File: src/rtl/rsa_mmm.sv
// rsa_mmm -- bit-serial radix-2 Montgomery modular multiplier datapath.
//
// Computes P = A * B * 2^-WIDTH mod M, one bit of A per enabled cycle.
// The RSA control FSM issues ld_a (PRE), WIDTH step cycles, then ld_r (POST).
//
// Ports:
//   clk      rising-edge system clock
//   rstb     asynchronous active-low reset
//   ena      clock enable; 0 freezes all state and ignores every strobe
//   clear    active-low synchronous clear of the working state (P holds)
//   ld_a     load A into the shift register, zero acc, restart the count
//   ld_r     capture the reduced accumulator into P
//   A        multiplier, consumed LSB first
//   B        multiplicand (< M), sampled on every iteration cycle
//   M        odd modulus, sampled on every iteration cycle and on ld_r
//   P        registered result
//   done     WIDTH iterations completed since the last ld_a
//   r_valid  P holds a captured result (set by ld_r, cleared by ld_a/clear)

module rsa_mmm #(
   parameter int WIDTH = 8
) (
   input  logic             clk,
   input  logic             rstb,
   input  logic             ena,
   input  logic             clear,
   input  logic             ld_a,
   input  logic             ld_r,
   input  logic [WIDTH-1:0] A,
   input  logic [WIDTH-1:0] B,
   input  logic [WIDTH-1:0] M,
   output logic [WIDTH-1:0] P,
   output logic             done,
   output logic             r_valid
);

   localparam int CW = $clog2(WIDTH + 1);
   localparam logic [CW-1:0] CNT_MAX = CW'(WIDTH);

   // acc stays below 2M, so it needs one bit more than the modulus
   logic signed [WIDTH:0] acc_dummy_unused;
   logic [WIDTH:0]   acc;
   logic [WIDTH-1:0] a_sr;
   logic [CW-1:0]    cnt;

   logic [WIDTH+1:0] t_sum;
   logic [WIDTH+1:0] u_sum;
   logic [WIDTH:0]   acc_nxt;

   // Final conditional subtraction: acc < 2M, so one subtraction suffices
   function automatic logic [WIDTH-1:0] reduce(input logic [WIDTH:0]   x,
                                               input logic [WIDTH-1:0] m);
      logic [WIDTH:0] diff;
      diff = x - {1'b0, m};
      if (x >= {1'b0, m}) begin
         return diff[WIDTH-1:0];
      end
      return x[WIDTH-1:0];
   endfunction

   assign acc_dummy_unused = '0;

   // One radix-2 Montgomery step: add B if the current A bit is set, then
   // add M when the sum is odd so the halving is exact.
   always_comb begin
      t_sum   = {1'b0, acc} + (a_sr[0] ? {2'b00, B} : '0);
      u_sum   = t_sum + (t_sum[0] ? {2'b00, M} : '0);
      acc_nxt = u_sum[WIDTH+1:1];
   end

   assign done = (cnt == CNT_MAX);

   always_ff @(posedge clk or negedge rstb) begin
      if (!rstb) begin
         acc     <= '0;
         a_sr    <= '0;
         cnt     <= '0;
         P       <= '0;
         r_valid <= 1'b0;
      end else if (ena) begin
         if (!clear) begin
            acc     <= '0;
            a_sr    <= '0;
            cnt     <= '0;
            r_valid <= 1'b0;
         end else begin
            // Capture uses the pre-edge acc; a same-cycle ld_a overrides r_valid
            if (ld_r) begin
               P       <= reduce(acc, M);
               r_valid <= 1'b1;
            end
            if (ld_a) begin
               a_sr    <= A;
               acc     <= '0;
               cnt     <= '0;
               r_valid <= 1'b0;
            end else if (cnt < CNT_MAX) begin
               acc  <= acc_nxt;
               a_sr <= a_sr >> 1;
               cnt  <= cnt + CW'(1);
            end
         end
      end
   end

endmodule

File: config.mk
export PLATFORM = sky130hd
export DESIGN_NAME = rsa_mmm
export DESIGN_NICKNAME = d
export VERILOG_FILES = /design/src/rtl/rsa_mmm.sv
export SDC_FILE = /design/constraint.sdc
export NUM_CORES = 1
export LEC_CHECK = 0
export CAP_MARGIN = 10
export CELL_PAD_IN_SITES_DETAIL_PLACEMENT = 0
export CELL_PAD_IN_SITES_GLOBAL_PLACEMENT = 1
export CORE_MARGIN = 1
export CORE_UTILIZATION = 52
export CTS_CLUSTER_SIZE = 8
export DETAILED_ROUTE_END_ITERATION = 16
export DONT_BUFFER_PORTS = 1
export GPL_TIMING_DRIVEN = 0
export PLACE_DENSITY = 0.88
export SLEW_MARGIN = 10
export SYNTH_ARGS = -nofsm -noshare
export SYNTH_HDL_FRONTEND = slang
export SYNTH_SLANG_ARGS = --single-unit
File: constraint.sdc
create_clock -name clk -period 4.55 [get_ports clk]
set_input_delay 0.2275 -clock clk [delete_from_list [all_inputs] [get_ports clk]]
set_output_delay 0.2275 -clock clk [all_outputs]
set_load 0.01 [all_outputs]
==> results.md, run 1 <==
Synth:
- After synthesis, the mean cell area works out to 8.68 um^2.
- The synthesized design contains 30 register bits.
- Yosys printed 0 warnings.
- The synthesized netlist net count is 348.
- The share of synthesized area in the top cell type comes to 0.299.
- In the synthesized netlist the dominant register cell turns out to be sky130_fd_sc_hd__dfrtp_1.
- The proportion of synthesized chip area in sequential cells is 0.299.
- The largest area contributor in the synthesized netlist is sky130_fd_sc_hd__dfrtp_1.
- The number of distinct library cell variants in the gate-level netlist after synthesis is 43.
- After synthesis the cells add up to 0.00251 mm^2.
- The gate count of the mapped netlist is 289.
- The number of enable flip-flop cells after synthesis is 0.
- The most frequent cell after synthesis is sky130_fd_sc_hd__nand2_1.
- After synthesis, the most frequently instantiated cells are sky130_fd_sc_hd__nand2_1 (34), sky130_fd_sc_hd__dfrtp_1 (30), sky130_fd_sc_hd__ha_1 (26).
- Ranked by total cell area, the synthesized netlist is headed by sky130_fd_sc_hd__dfrtp_1 (30%), sky130_fd_sc_hd__ha_1 (13%), sky130_fd_sc_hd__nand2_1 (5.1%), sky130_fd_sc_hd__o21ai_0 (5.0%), sky130_fd_sc_hd__mux2_2 (4.5%).
- For this run, asynchronously set or reset flops after synthesis account for 1.00.

Clock tree:
- For this design, the sink count on the clock tree is 30.
- The longest clock path from root to sink contains 2 buffers.
- The later pin in the worst-skew pair is clocked with a latency of 270 ps.
- The number of clock buffers inserted by TritonCTS is 5.
- In this run, post-CTS repair resized a total of 0 instances.
- The number of buffers added for setup after CTS is 0.
- TritonCTS built the clock tree.
- In this run the clock root is driven by a sky130_fd_sc_hd__clkbuf_8.
- After clock tree synthesis, the clock-pin slew on the worst setup and hold paths is 60 ps.
- The H-tree depth is 2.

Floorplan:
- 40 I/O pins were placed.
- The horizontal extent of the die is 71.4 um.
- In this run the standard cell core region covers 0.00450 mm^2.
- The die extent in y is 71.4 um.
- After floorplanning, the core was divided into 24 placement rows.
- The area of the die is 0.00510 mm^2.
- For this configuration, the core starts out at a cell density of 0.557.

Min path:
- The worst hold path class is in2reg.
- The worst hold path begins at A[7].

STA:
- The post-route minimum period is 3580 ps.
- Across the routed clock network, the largest skew measured is 5.11 ps.
- The count of pins over their slew limit came to 0.
- The hold violation count in the final report is 0.
- Adding up every negative setup slack in the final design gives 0 ps.
- The final worst setup slack is 971 ps.
- The transition time at the pin with the least slew margin is 684 ps.
- The remaining max-slew budget at the tightest pin is 0.541.
- Setup repair after global routing left no endpoint under its margin.
- The final setup violation count is 0.
- The ratio of final minimum period to clock period is 0.787.
- For this run, the top clock speed supported by timing is 279 MHz.

Critical path:
- The kind of cell with the highest combined delay along the critical path is compound AO/OA/AOI/OAI gates.
- The critical path endpoint category is a flop.
- The type of the worst setup path is reg2reg.
- In this run the worst path has a maximum fanout of 9.
- The critical path launch point type is a flop.
- STA puts the critical path data required time at 4720 ps.
- The number of buffers and inverters on the critical path is 1.
- The highest-delay cell along the critical path is sky130_fd_sc_hd__dfrtp_1.
- Data on the critical path arrives at its endpoint at 3750 ps.
- For this run, the slowest stage of the critical path takes 520 ps.
- In this run the critical register-to-register path is launched from a_sr[0].
- The critical path goes through and2_1, ha_1, inv_1, fa_1, nand2b_1, a21oi_1, a21o_1, a21oi_1, xnor2_1, ha_1, a21oi_1, nand2_1, o31a_1, o211ai_1, a31oi_1, o32ai_1.
- In this design, the critical path's most frequently occurring cell is sky130_fd_sc_hd__a21oi_1.
- The timing startpoint of the critical path is a_sr[0].

Power and ir drop:
- The relative contribution of combinational cells to total power is 0.238.
- The power share of the sequential group is 0.454.
- The peak supply drop is 0.167 mV.
- The analysis attributes to cell leakage a power of 1.31 nW.
- The switching part of the total is 0.303.
- In this run the power density over the cells is 253 mW/mm^2.
- Total power for the finished layout comes to 0.000679 W.
- The share of total power in the clock network is 0.308.
- The design internal power is 0.000473 W.
- The net load switching power is 0.000205 W.

Finish:
- The layout has 408 filler cells.
- The final design utilization is 0.596.
- Relative to the synthesized area, the layout overhead comes to 7.09%.
- The fraction of final layout cells with drive strength greater than 1 is 0.0741.
- The area of combinational cells with multiple inputs is 0.00167 mm^2.
- The number of nets in the layout is 357.
- The sequential cells in the finished layout cover a total of 751 um^2.
- The final antenna diode count is 0.
- The number of standard cells in the final layout excluding fillers is 349.

Placed design:
- The sum of net half-perimeters after detailed placement is 4.36 mm.
- In this run, placement finished with an instance count of 341.
- The number of buffers added on ports is 0.
- The worst setup slack after placement is 1010 ps.
- The final estimated routing congestion in global placement is 0.828.

Global routing:
- The via count of the first global-routing pass is 2094.
- The initial antenna violation count is 0.
- The total congestion overflow is 0.
- Entering global routing, the biggest net connects 31 pins.
- The global-route wire length before repair is 9.58 mm.
- The total global routing track utilization is 0.241.

Drt:
- In the final routed layout, each cell accounts on average for 16.2 um.
- The detailed router's first-iteration violation count is 97.
- The via density per instance is 6.09.
- In the routed design, unresolved DRC markers number 0.
- Before antenna repair, the detailed router went through 4 iterations.
- For this block, the via count after detailed routing is 2124.
- The count of nets left with antenna violations once routing finished came out at 0.
- Summed over all layers, the routed wires come to 5.66 mm.

Status:
- The run finished with clean final reports.

Flow run:
- The tool flagged a number of max-cap violations equal to 0.
[sequential cells by signal, indices dropped and copies added (netlist names)]
name and flops:
P 8, a_sr 8, acc 9, cnt 4, r_valid 1
[power by group through the flow]
stage	sequential [W]	combinational (W)	clock (W)
floorplan	0.000306	0.000127	0
global placement	0.000313	0.000151	0
detailed placement	0.000313	0.000154	0
CTS	0.000308	0.000163	0.000212
global route	0.000311	0.000184	0.000221
finish	0.000308	0.000161	0.000209
[kinds of logic after synthesis]
kind of cell | after synthesis | share of synthesized area
simple gates | 94 | 0.188
buf+inv | 24 | 0.0359
mux | 15 | 0.0649
xor+xnor | 11 | 0.0384
compound gates | 86 | 0.220
fa+ha+maj | 29 | 0.154
flops | 30 | 0.299
[worst register-to-register path, stage by stage (launching register included)]
cell and delay, ps:
sky130_fd_sc_hd__dfrtp_1 520, sky130_fd_sc_hd__and2_1 200, sky130_fd_sc_hd__ha_1 200, sky130_fd_sc_hd__inv_1 70, sky130_fd_sc_hd__fa_1 390, sky130_fd_sc_hd__nand2b_1 180, sky130_fd_sc_hd__a21oi_1 200, sky130_fd_sc_hd__a21o_1 150
sky130_fd_sc_hd__a21oi_1 70, sky130_fd_sc_hd__xnor2_1 130, sky130_fd_sc_hd__ha_1 360, sky130_fd_sc_hd__a21oi_1 160, sky130_fd_sc_hd__nand2_1 90, sky130_fd_sc_hd__o31a_1 300, sky130_fd_sc_hd__o211ai_1 200, sky130_fd_sc_hd__a31oi_1 110
sky130_fd_sc_hd__o32ai_1 150
[routing by layer]
metal	global-route usage	share of wire	up-vias
li1	-	-	1057
met1	0.314	0.48	1010
met2	0.411	0.48	48
met3	0.0478	0.031	9
met4	0.0578	0.014	0
met5	0	0	-
[path summary, 6_finish.rpt]
check                           depth (start not counted)  slack, ps  endpoint
worst min register to register                          2        480   a_sr[3]
min in group asynchronous                               2        400   r_valid
max in group asynchronous                               2       3990   a_sr[7]
worst max-delay path                                   16        970    acc[8]
worst min-delay path                                    2        130   a_sr[7]
worst max register to register                         16        970    acc[8]
[cell type report]
cell class / count / area share
buffer: 6 / 0.00839
timing repair buffer: 2 / 0.0112
inverter: 18 / 0.0252
sequential: 30 / 0.280
clock buffer: 6 / 0.0308
tap: 52 / 0.0242
multi-input combinational: 235 / 0.621
[placed cells by master (no fill, tap or decap), types with 6 or more instances in the layout]
master | netlist | routed
sky130_fd_sc_hd__xnor2_1 | 6 | 6
sky130_fd_sc_hd__inv_1 | 18 | 18
sky130_fd_sc_hd__ha_1 | 26 | 26
sky130_fd_sc_hd__a21oi_1 | 20 | 20
sky130_fd_sc_hd__and2_1 | 16 | 16
sky130_fd_sc_hd__clkbuf_8 | 0 | 6
sky130_fd_sc_hd__dfrtp_1 | 30 | 30
sky130_fd_sc_hd__nand3_1 | 6 | 6
sky130_fd_sc_hd__nor2_1 | 15 | 15
sky130_fd_sc_hd__mux2_2 | 10 | 10
sky130_fd_sc_hd__o21ai_0 | 25 | 25
sky130_fd_sc_hd__nand2_1 | 34 | 34
sky130_fd_sc_hd__clkbuf_1 | 6 | 6
[repair_timing]
item / in CTS / in global routing
endpoints found under the setup margin: 0 / 0
hold buffers: 2 / 0
hold endpoints to repair: 30 / 0
[through the flow]
stage	hold slack, ps	cell area [um^2]
after detailed placement	-67.5	2570
after global placement	-67.6	2570
after CTS	123	2690
after global routing	134	2690
after floorplan	-68.1	2510
final	126	2690
Note: power is estimated with default switching activity, not from simulation.
==> run 2: changes to the inputs <==
--- a/config.mk
+++ b/config.mk
@@ -5,16 +5,17 @@
 export SDC_FILE = /design/constraint.sdc
 export NUM_CORES = 1
 export LEC_CHECK = 0
+export ABC_AREA = 1
 export CAP_MARGIN = 10
 export CELL_PAD_IN_SITES_DETAIL_PLACEMENT = 0
 export CELL_PAD_IN_SITES_GLOBAL_PLACEMENT = 1
 export CORE_MARGIN = 1
-export CORE_UTILIZATION = 52
+export CORE_UTILIZATION = 46
 export CTS_CLUSTER_SIZE = 8
 export DETAILED_ROUTE_END_ITERATION = 16
 export DONT_BUFFER_PORTS = 1
 export GPL_TIMING_DRIVEN = 0
-export PLACE_DENSITY = 0.88
+export PLACE_DENSITY = 0.83
 export SLEW_MARGIN = 10
 export SYNTH_ARGS = -nofsm -noshare
 export SYNTH_HDL_FRONTEND = slang
==> constraint.sdc (replaced) <==
create_clock -name clk -period 3.7 [get_ports clk]
set_input_delay 0.185 -clock clk [delete_from_list [all_inputs] [get_ports clk]]
set_output_delay 0.185 -clock clk [all_outputs]
set_load 0.01 [all_outputs]
==> run 2 against run 1 <==
Compared with the run above:
- synthesized cell count up 30%
- sequential share of layout area down 1.6 points
- core utilization down 7.9 points
- maximum frequency up 5.8%
- critical endpoint is now acc[6]
- routed wire length up 5.1%
- first-iteration DRC count down 28%
- sequential power up 25%
- count of clock-buffer cells in the layout unchanged
- non-clock buffer count up 1
==> results.md, run 2 <==
Status:
- The run finished with clean final reports.

STA:
- The transition time at the pin with the least slew margin is 428 ps (-255 ps).
- The final worst setup slack is 318 ps (-653 ps).
- The worst clock skew is 5.68 ps (+0.575 ps).
- The total negative setup slack is 0 ps (unchanged).
- The worst-case hold slack is 57.9 ps (-67.7 ps).
- The ratio of final minimum period to clock period was 0.914 (+0.127).
- The remaining max-slew budget at the tightest pin is 0.714 (+0.173).
- The post-route minimum period is 3380 ps (-197 ps).
- The final setup violation count is 0 (unchanged).
- Setup repair after global routing left no endpoint under its margin.
- The maximum clock frequency is 296 MHz (+5.8%).
- The hold violation count in the final report came to 0 (unchanged).
- The count of pins over their slew limit is 0 (unchanged).

Synth:
- The proportion of synthesized chip area in sequential cells is 0.287 (-0.0120).
- The gate count of the mapped netlist came to 376 (+30%).
- The number of warnings issued by yosys came to 0 (unchanged).
- The post-synthesis instance area is 0.00261 mm^2 (+4.2%).
- The post-synthesis async set-or-reset flop share was 1.00 (unchanged).
- After synthesis, the cell types taking the most area are sky130_fd_sc_hd__dfrtp_1 (29%), sky130_fd_sc_hd__nand2_1 (15%), sky130_fd_sc_hd__ha_1 (12%), sky130_fd_sc_hd__inv_1 (8.9%), sky130_fd_sc_hd__nand3_1 (4.4%).
- The most common cell in the synthesized netlist is sky130_fd_sc_hd__nand2_1.
- The dominant register cell in the synthesized netlist is sky130_fd_sc_hd__dfrtp_1.
- The number of enable flip-flop cells after synthesis is 0 (unchanged).
- The proportion of netlist area held by the largest area contributor is 0.287 (-0.0120).
- The number of distinct library cell variants in the gate-level netlist after synthesis came to 35 (-19%).
- The average cell area after synthesis is 6.95 um^2 (-20%).
- sky130_fd_sc_hd__dfrtp_1 takes more of the synthesized area than any other cell.
- The number of flip-flops and latches in the synthesized netlist came to 30 (unchanged).
- The synthesized netlist net count is 435 (+25%).
- Counting instances in the post-synthesis netlist gives the leading cell types as sky130_fd_sc_hd__nand2_1 (107), sky130_fd_sc_hd__inv_1 (62), sky130_fd_sc_hd__dfrtp_1 (30).

Clock tree:
- The clock tree root buffer cell is sky130_fd_sc_hd__clkbuf_8.
- The maximum clock path buffer count came to 2 (unchanged).
- The number of cells upsized or downsized after cts is 0 (unchanged).
- The TritonCTS clock tree is done.
- The clock-pin slew on the worst setup and hold paths came to 70 ps (about the same).
- The number of buffers added for setup after CTS is 0 (unchanged).
- The number of clock buffers inserted by TritonCTS was 5 (unchanged).
- The number of sinks handled by clock tree synthesis came to 30 (unchanged).
- The H-tree depth came to 2 (unchanged).
- The clock latency reported for the late side of the worst-skew pair is 290 ps (+20 ps).

Global routing:
- The total global routing track utilization is 0.221 (-0.0200).
- The pin count of the biggest net entering global routing is 31 (unchanged).
- The via count of the first global-routing pass is 2174 (+3.8%).
- The total congestion overflow is 0 (unchanged).
- The initial antenna violation count is 0 (unchanged).
- The global-route wire length before repair was 10.3 mm (+7.1%).

Critical path:
- The worst setup path is launched from a flop.
- Traced cell by cell, the critical path runs through clkbuf_1, nand2_1, inv_1, ha_1, inv_1, fa_1, inv_1, nand2_1, nand2_1, nand2_1, xnor2_1, ha_1, nand2_1, inv_1, nand2_1, nand2_1, nor2_1, nor2_1, nor2_1, xor2_1, o21ai_1.
- The data arrival at the endpoint of the critical path is 3560 ps (-190 ps).
- The critical path is of the reg2reg type.
- The number of buffers and inverters on the critical path is 5 (+4).
- The longest individual stage delay on the worst path came to 400 ps (-120 ps).
- The worst setup path is captured at a flop.
- The required time at the endpoint of the critical path is 3870 ps (-850 ps).
- The largest fanout of any net on the critical path came to 9 (unchanged).
- The cell seen most often among critical-path stages is sky130_fd_sc_hd__nand2_1.
- The slowest stage of the critical path is the sky130_fd_sc_hd__fa_1 cell.
- The cell family contributing the most delay on the critical path is adder cells.

Drt:
- The DRC violation count after routing is 0 (unchanged).
- The via total after detailed routing is 2301 (+8.3%).
- The final routed wirelength across all metal layers came to 5.95 mm (+5.1%).
- The per-cell routed wire length is 13.0 um (-20%).
- The via density per instance is 5.04 (-17%).
- The total iterations of the first detailed-routing run was 4 (unchanged).
- The remaining antenna violation count came to 0 (unchanged).
- The detailed router's first-iteration violation count was 70 (-28%).

Placed design:
- The instance area at placement was 0.00270 mm^2 (+5.1%).
- The sum of net half-perimeters after detailed placement is 4.77 mm (+9.4%).
- The number of buffers added on ports is 0 (unchanged).
- The worst setup slack after placement is 340 ps (-671 ps).
- The final estimated routing congestion in global placement is 0.854 (+3.1%).

Finish:
- The number of flip-flops in the largest register was 9 (unchanged).
- The number of nets in the layout is 444 (+24%).
- The synthesis-to-finish area growth is 8.91%.
- Leaving out fill and tap cells, the most frequent cell in the layout is sky130_fd_sc_hd__nand2_1.
- The fraction of final layout cells with drive strength greater than 1 is 0.0753 (+0.00125).
- Leaving out fill and tap cells, the most frequent cells in the layout are sky130_fd_sc_hd__nand2_1 (107), sky130_fd_sc_hd__inv_1 (62), sky130_fd_sc_hd__dfrtp_1 (30), sky130_fd_sc_hd__nor2_1 (29), sky130_fd_sc_hd__ha_1 (26).
- The final antenna diode count is 0 (unchanged).
- The number of fillers in the final layout is 560 (+37%).
- The register with the most flip-flops in the final layout is acc.
- The largest registers in the layout are acc (9), P (8), a_sr (8).
- The final instance area came to 0.00285 mm^2 (+6.0%).

Floorplan:
- The initial standard-cell utilization of the core was 0.474 (-0.0822).
- The core area is 0.00551 mm^2 (+22%).
- The horizontal extent of the die is 77.4 um (+8.3%).
- The total I/O pin count is 40 (unchanged).
- The die extent in y is 77.4 um (+8.3%).
- The floorplan row count was 27 (+13%).
- The area of the die was 0.00598 mm^2 (+17%).

Power and ir drop:
- The peak supply drop is 0.148 mV (-12%).
- The leakage power of the design is 1.57 nW (+19%).
- The power per standard cell area is 360 mW/mm^2 (+43%).

Flow run:
- The count of max-cap constraint violations is 0 (unchanged).

Min path:
- The worst hold path belongs to the class in2reg.
[run 2: metrics by stage]
step,util,total power (W),instances
CTS,0.517,0.00103,457
floorplan,-,0.000615,376
global placement,0.491,0.000669,448
finish,0.517,0.00103,457
detailed placement,0.491,0.000672,448
global route,0.517,0.00109,457
[run 2: cells by family (layout without fill, tap and decap cells)]
logic type | after synthesis | count (layout) | share of synthesized area
AND/OR/NAND/NOR | 174 | 174 | 0.284
buffers and inverters | 71 | 80 | 0.109
flip-flops | 30 | 30 | 0.287
AO/OA/AOI/OAI | 59 | 59 | 0.128
XOR/XNOR | 13 | 13 | 0.0436
adder cells (fa/ha/maj) | 29 | 29 | 0.148
[run 2: layer usage]
layer	share of wire	track usage	up-vias
met2	0.47	0.368	45
met1	0.48	0.284	1036
met4	0.019	0.0755	0
met3	0.032	0.0424	14
li1	-	-	1206
met5	0	0	-
[run 2: what timing repair did]
item	in CTS	in global routing
hold buffers	2	0
endpoints found under the hold margin	30	0
endpoints found under the setup margin	0	0
[run 2: area by class of cell]
type	instances	area [um^2]	area share
inverters	64	240	0.0844
plain buffers	7	45.0	0.0158
well taps	72	90.1	0.0317
flip-flops and latches	30	751	0.264
clock buffers	6	82.6	0.0290
repair buffers	2	30.0	0.0106
clock inverters	1	30.0	0.0106
multi-input cells	275	1580	0.554
[run 2: path summary, 6_finish.rpt]
| path | depth (start not counted) | end | slack, ps | startpoint |
|---|---|---|---|---|
| hold reg to reg | 2 | a_sr[3] | 520 | a_sr[3] |
| hold / removal | 2 | cnt[3] | 60 | ena |
| setup / recovery | 21 | acc[6] | 320 | a_sr[0] |
| max in group asynchronous | 2 | acc[3] | 3190 | rstb |
| setup reg to reg | 21 | acc[6] | 320 | a_sr[0] |
| min in group asynchronous | 2 | cnt[3] | 340 | rstb |
[run 2: where the power goes]
part	total, W	internal [W]	switching [W]	leakage, nW
clock	0.000350	0.000215	0.000134	0.0573
combinational	0.000290	0.000110	0.000180	1.11
sequential	0.000386	0.000357	0.0000281	0.407
==> run 3: changes to the inputs <==
--- a/config.mk
+++ b/config.mk
@@ -8,14 +8,14 @@
 export ABC_AREA = 1
 export CAP_MARGIN = 10
 export CELL_PAD_IN_SITES_DETAIL_PLACEMENT = 0
-export CELL_PAD_IN_SITES_GLOBAL_PLACEMENT = 1
+export CELL_PAD_IN_SITES_GLOBAL_PLACEMENT = 2
 export CORE_MARGIN = 1
-export CORE_UTILIZATION = 46
+export CORE_UTILIZATION = 36
 export CTS_CLUSTER_SIZE = 8
 export DETAILED_ROUTE_END_ITERATION = 16
 export DONT_BUFFER_PORTS = 1
 export GPL_TIMING_DRIVEN = 0
-export PLACE_DENSITY = 0.83
+export PLACE_DENSITY = 0.84
 export SLEW_MARGIN = 10
 export SYNTH_ARGS = -nofsm -noshare
 export SYNTH_HDL_FRONTEND = slang
==> run 3 against run 2 <==
Compared with the run above:
- sequential share of layout area shrank 0.081 points
- sequential power grew 1%
- non-clock buffer count shrank 1
- clock power shrank 16%
- hold slack lost 1.1 ps
- sequential cell count is the same
- critical path type unchanged
==> results.md, run 3 (synthesis results as in run 2) <==
Clock tree:
- The number of cells upsized or downsized after cts is 0 (unchanged).
- The TritonCTS clock tree is done.
- The clock-pin slew on the worst setup and hold paths is 80 ps (about the same).
- The maximum clock path buffer count came to 2 (unchanged).
- The number of clock buffers inserted by TritonCTS is 5 (unchanged).
- The number of buffers added for setup after CTS is 0 (unchanged).
- The H-tree depth came to 2 (unchanged).
- The clock latency reported for the late side of the worst-skew pair is 290 ps (about the same).
- The number of sinks handled by clock tree synthesis is 30 (unchanged).
- In this run the clock root is driven by a sky130_fd_sc_hd__clkbuf_8.

Finish:
- The largest register by flop count is acc.
- The most common cell after layout, fill and taps aside is sky130_fd_sc_hd__nand2_1.
- The number of flip-flops in the largest register is 9 (unchanged).
- In the layout the commonest cells are sky130_fd_sc_hd__nand2_1 (107), sky130_fd_sc_hd__inv_1 (62), sky130_fd_sc_hd__dfrtp_1 (30), sky130_fd_sc_hd__nor2_1 (29), sky130_fd_sc_hd__ha_1 (26).
- In the final layout, the registers with the most flip-flops are acc (9), P (8), a_sr (8).
- The number of nets in the layout came to 443 (-0.23%).
- The area taken by flip-flops and latches came to 751 um^2 (unchanged).
- The synthesis-to-finish area growth is 9.24%.
- The area of combinational cells with multiple inputs is 0.00158 mm^2 (unchanged).
- The number of fillers in the final layout was 787 (+41%).
- The fraction of final layout cells with drive strength greater than 1 is 0.0779 (+0.00260).
- The final instance area was 0.00285 mm^2 (+0.31%).
- The final antenna diode count is 0 (unchanged).

STA:
- The final setup violation count is 0 (unchanged).
- The count of pins over their slew limit is 0 (unchanged).
- The remaining max-slew budget at the tightest pin is 0.750 (+0.0356).
- The maximum clock frequency was 310 MHz (+4.9%).
- The worst-case hold slack is 56.8 ps (-1.10 ps).
- The transition time at the pin with the least slew margin is 372 ps (-56.3 ps).
- Setup repair after global routing left no endpoint under its margin.
- The post-route minimum period is 3220 ps (-158 ps).
- The worst clock skew is 6.14 ps (+0.458 ps).
- The total negative setup slack is 0 ps (unchanged).
- The hold violation count in the final report is 0 (unchanged).
- The ratio of final minimum period to clock period was 0.871 (-0.0427).

Power and ir drop:
- The power per standard cell area is 341 mW/mm^2 (-5.4%).
- The peak supply drop is 0.100 mV (-32%).
- The leakage power of the design is 1.56 nW (-0.72%).

Critical path:
- The worst setup path is launched from a flop.
- The largest fanout of any net on the critical path is 9 (unchanged).
- The data arrival at the endpoint of the critical path is 3400 ps (-160 ps).
- The critical path endpoint category is a flop.
- By startpoint and endpoint, the worst setup path is classified as reg2reg.
- The required time at the endpoint of the critical path is 3870 ps (about the same).

Floorplan:
- The initial standard-cell utilization of the core was 0.378 (-0.0962).
- The total I/O pin count is 40 (unchanged).
- The area of the die is 0.00760 mm^2 (+27%).
- The horizontal extent of the die is 87.2 um (+13%).
- The core area is 0.00691 mm^2 (+25%).
- The floorplan row count is 30 (+11%).
- The die extent in y is 87.2 um (+13%).

Status:
- The run finished with clean final reports.

Placed design:
- The final estimated routing congestion in global placement is 0.900 (+5.4%).
- The number of buffers added on ports came to 0 (unchanged).
- The instance area at placement is 0.00273 mm^2 (+1.1%).
- The sum of net half-perimeters after detailed placement is 5.13 mm (+7.5%).

Flow run:
- The count of max-cap constraint violations is 0 (unchanged).

Global routing:
- The global-route wire length before repair is 10.8 mm (+4.8%).
- The total congestion overflow came to 0 (unchanged).
- The initial antenna violation count came to 0 (unchanged).
- The total global routing track utilization is 0.190 (-0.0303).
- The via count of the first global-routing pass is 2262 (+4.0%).
- The pin count of the biggest net entering global routing was 31 (unchanged).

Min path:
- The worst hold path belongs to the class in2reg.

Drt:
- The final routed wirelength across all metal layers is 6.45 mm (+8.4%).
- The per-cell routed wire length is 13.4 um (+3.0%).
- The DRC violation count after routing is 0 (unchanged).
- The remaining antenna violation count was 0 (unchanged).
- The total iterations of the first detailed-routing run is 4 (unchanged).
- The via total after detailed routing was 2235 (-2.9%).
- The via density per instance is 4.65 (-7.7%).
- The detailed router's first-iteration violation count is 119 (+70%).
[run 3: changes by cell type in the layout (fill, tap and decap cells not counted), sizes merged]
cell      previous run  this run
clkbuf               7         6
clkinv               0         1
bufinv               1         0
clkinvlp             0         1
[run 3: repair_timing]
item | CTS | global route
endpoints found under the setup margin | 0 | 3
hold buffers | 2 | 0
endpoints found under the hold margin | 30 | 0
[run 3: area by class of cell]
| type | instances | share of cell area |
|---|---|---|
| multi-input combinational | 275 | 0.552 |
| sequential | 30 | 0.263 |
| inverter | 64 | 0.0842 |
| tap | 96 | 0.0421 |
| clock buffer | 6 | 0.0289 |
| buffer | 6 | 0.0145 |
| timing repair buffer | 2 | 0.0105 |
| clock inverter | 2 | 0.00438 |
[run 3: final timing paths]
kind / startpoint / end / slack (ps) / depth (start not counted)
worst max-delay path: a_sr[0] / acc[6] / 480 / 20
worst min-delay path: ena / cnt[3] / 60 / 2
worst max register to register: a_sr[0] / acc[6] / 480 / 20
worst min register to register: a_sr[3] / a_sr[3] / 520 / 2
max in group asynchronous: rstb / acc[8] / 3180 / 2
min in group asynchronous: rstb / r_valid / 350 / 2
[run 3: per-stage QoR]
stage | std cells | power, W | setup WS [ps] | util
6_report | 481 | 0.000973 | 475 | 0.413
5_1_grt | 481 | 0.00105 | 74.2 | 0.413
4_1_cts | 482 | 0.000989 | 303 | 0.414
3_5_place_dp | 472 | 0.000676 | 313 | 0.396
3_3_place_gp | 472 | 0.000675 | 325 | 0.396
2_1_floorplan | 376 | 0.000615 | 889 | -
[run 3: report_power, final]
group | internal [W] | switching [W] | total, W | leakage [nW]
Sequential | 0.000357 | 0.0000324 | 0.000390 | 0.407
Clock | 0.000150 | 0.000145 | 0.000295 | 0.0472
Combinational | 0.000110 | 0.000179 | 0.000289 | 1.10
[run 3: critical path: stages, from the launching register on]
cell	delay (ps)
sky130_fd_sc_hd__dfrtp_1	540
sky130_fd_sc_hd__nand2_1	80
sky130_fd_sc_hd__inv_1	60
sky130_fd_sc_hd__ha_1	220
sky130_fd_sc_hd__inv_1	90
sky130_fd_sc_hd__fa_1	410
sky130_fd_sc_hd__inv_1	70
sky130_fd_sc_hd__nand2_1	40
sky130_fd_sc_hd__nand2_1	70
sky130_fd_sc_hd__nand2_1	80
sky130_fd_sc_hd__xnor2_1	140
sky130_fd_sc_hd__ha_1	360
sky130_fd_sc_hd__nand2_1	110
sky130_fd_sc_hd__inv_1	40
sky130_fd_sc_hd__nand2_1	50
sky130_fd_sc_hd__nand2_1	40
sky130_fd_sc_hd__nor2_1	190
sky130_fd_sc_hd__nor2_1	80
sky130_fd_sc_hd__nor2_1	110
sky130_fd_sc_hd__xor2_1	220
sky130_fd_sc_hd__o21ai_1	80
[run 3: per-layer routing]
layer / wire [um] / vias up / track usage
li1: - / 1202 / -
met1: 3160 / 981 / 0.245
met4: 121 / 0 / 0.0656
met2: 2930 / 40 / 0.321
met5: 0 / - / 0
met3: 226 / 12 / 0.0332
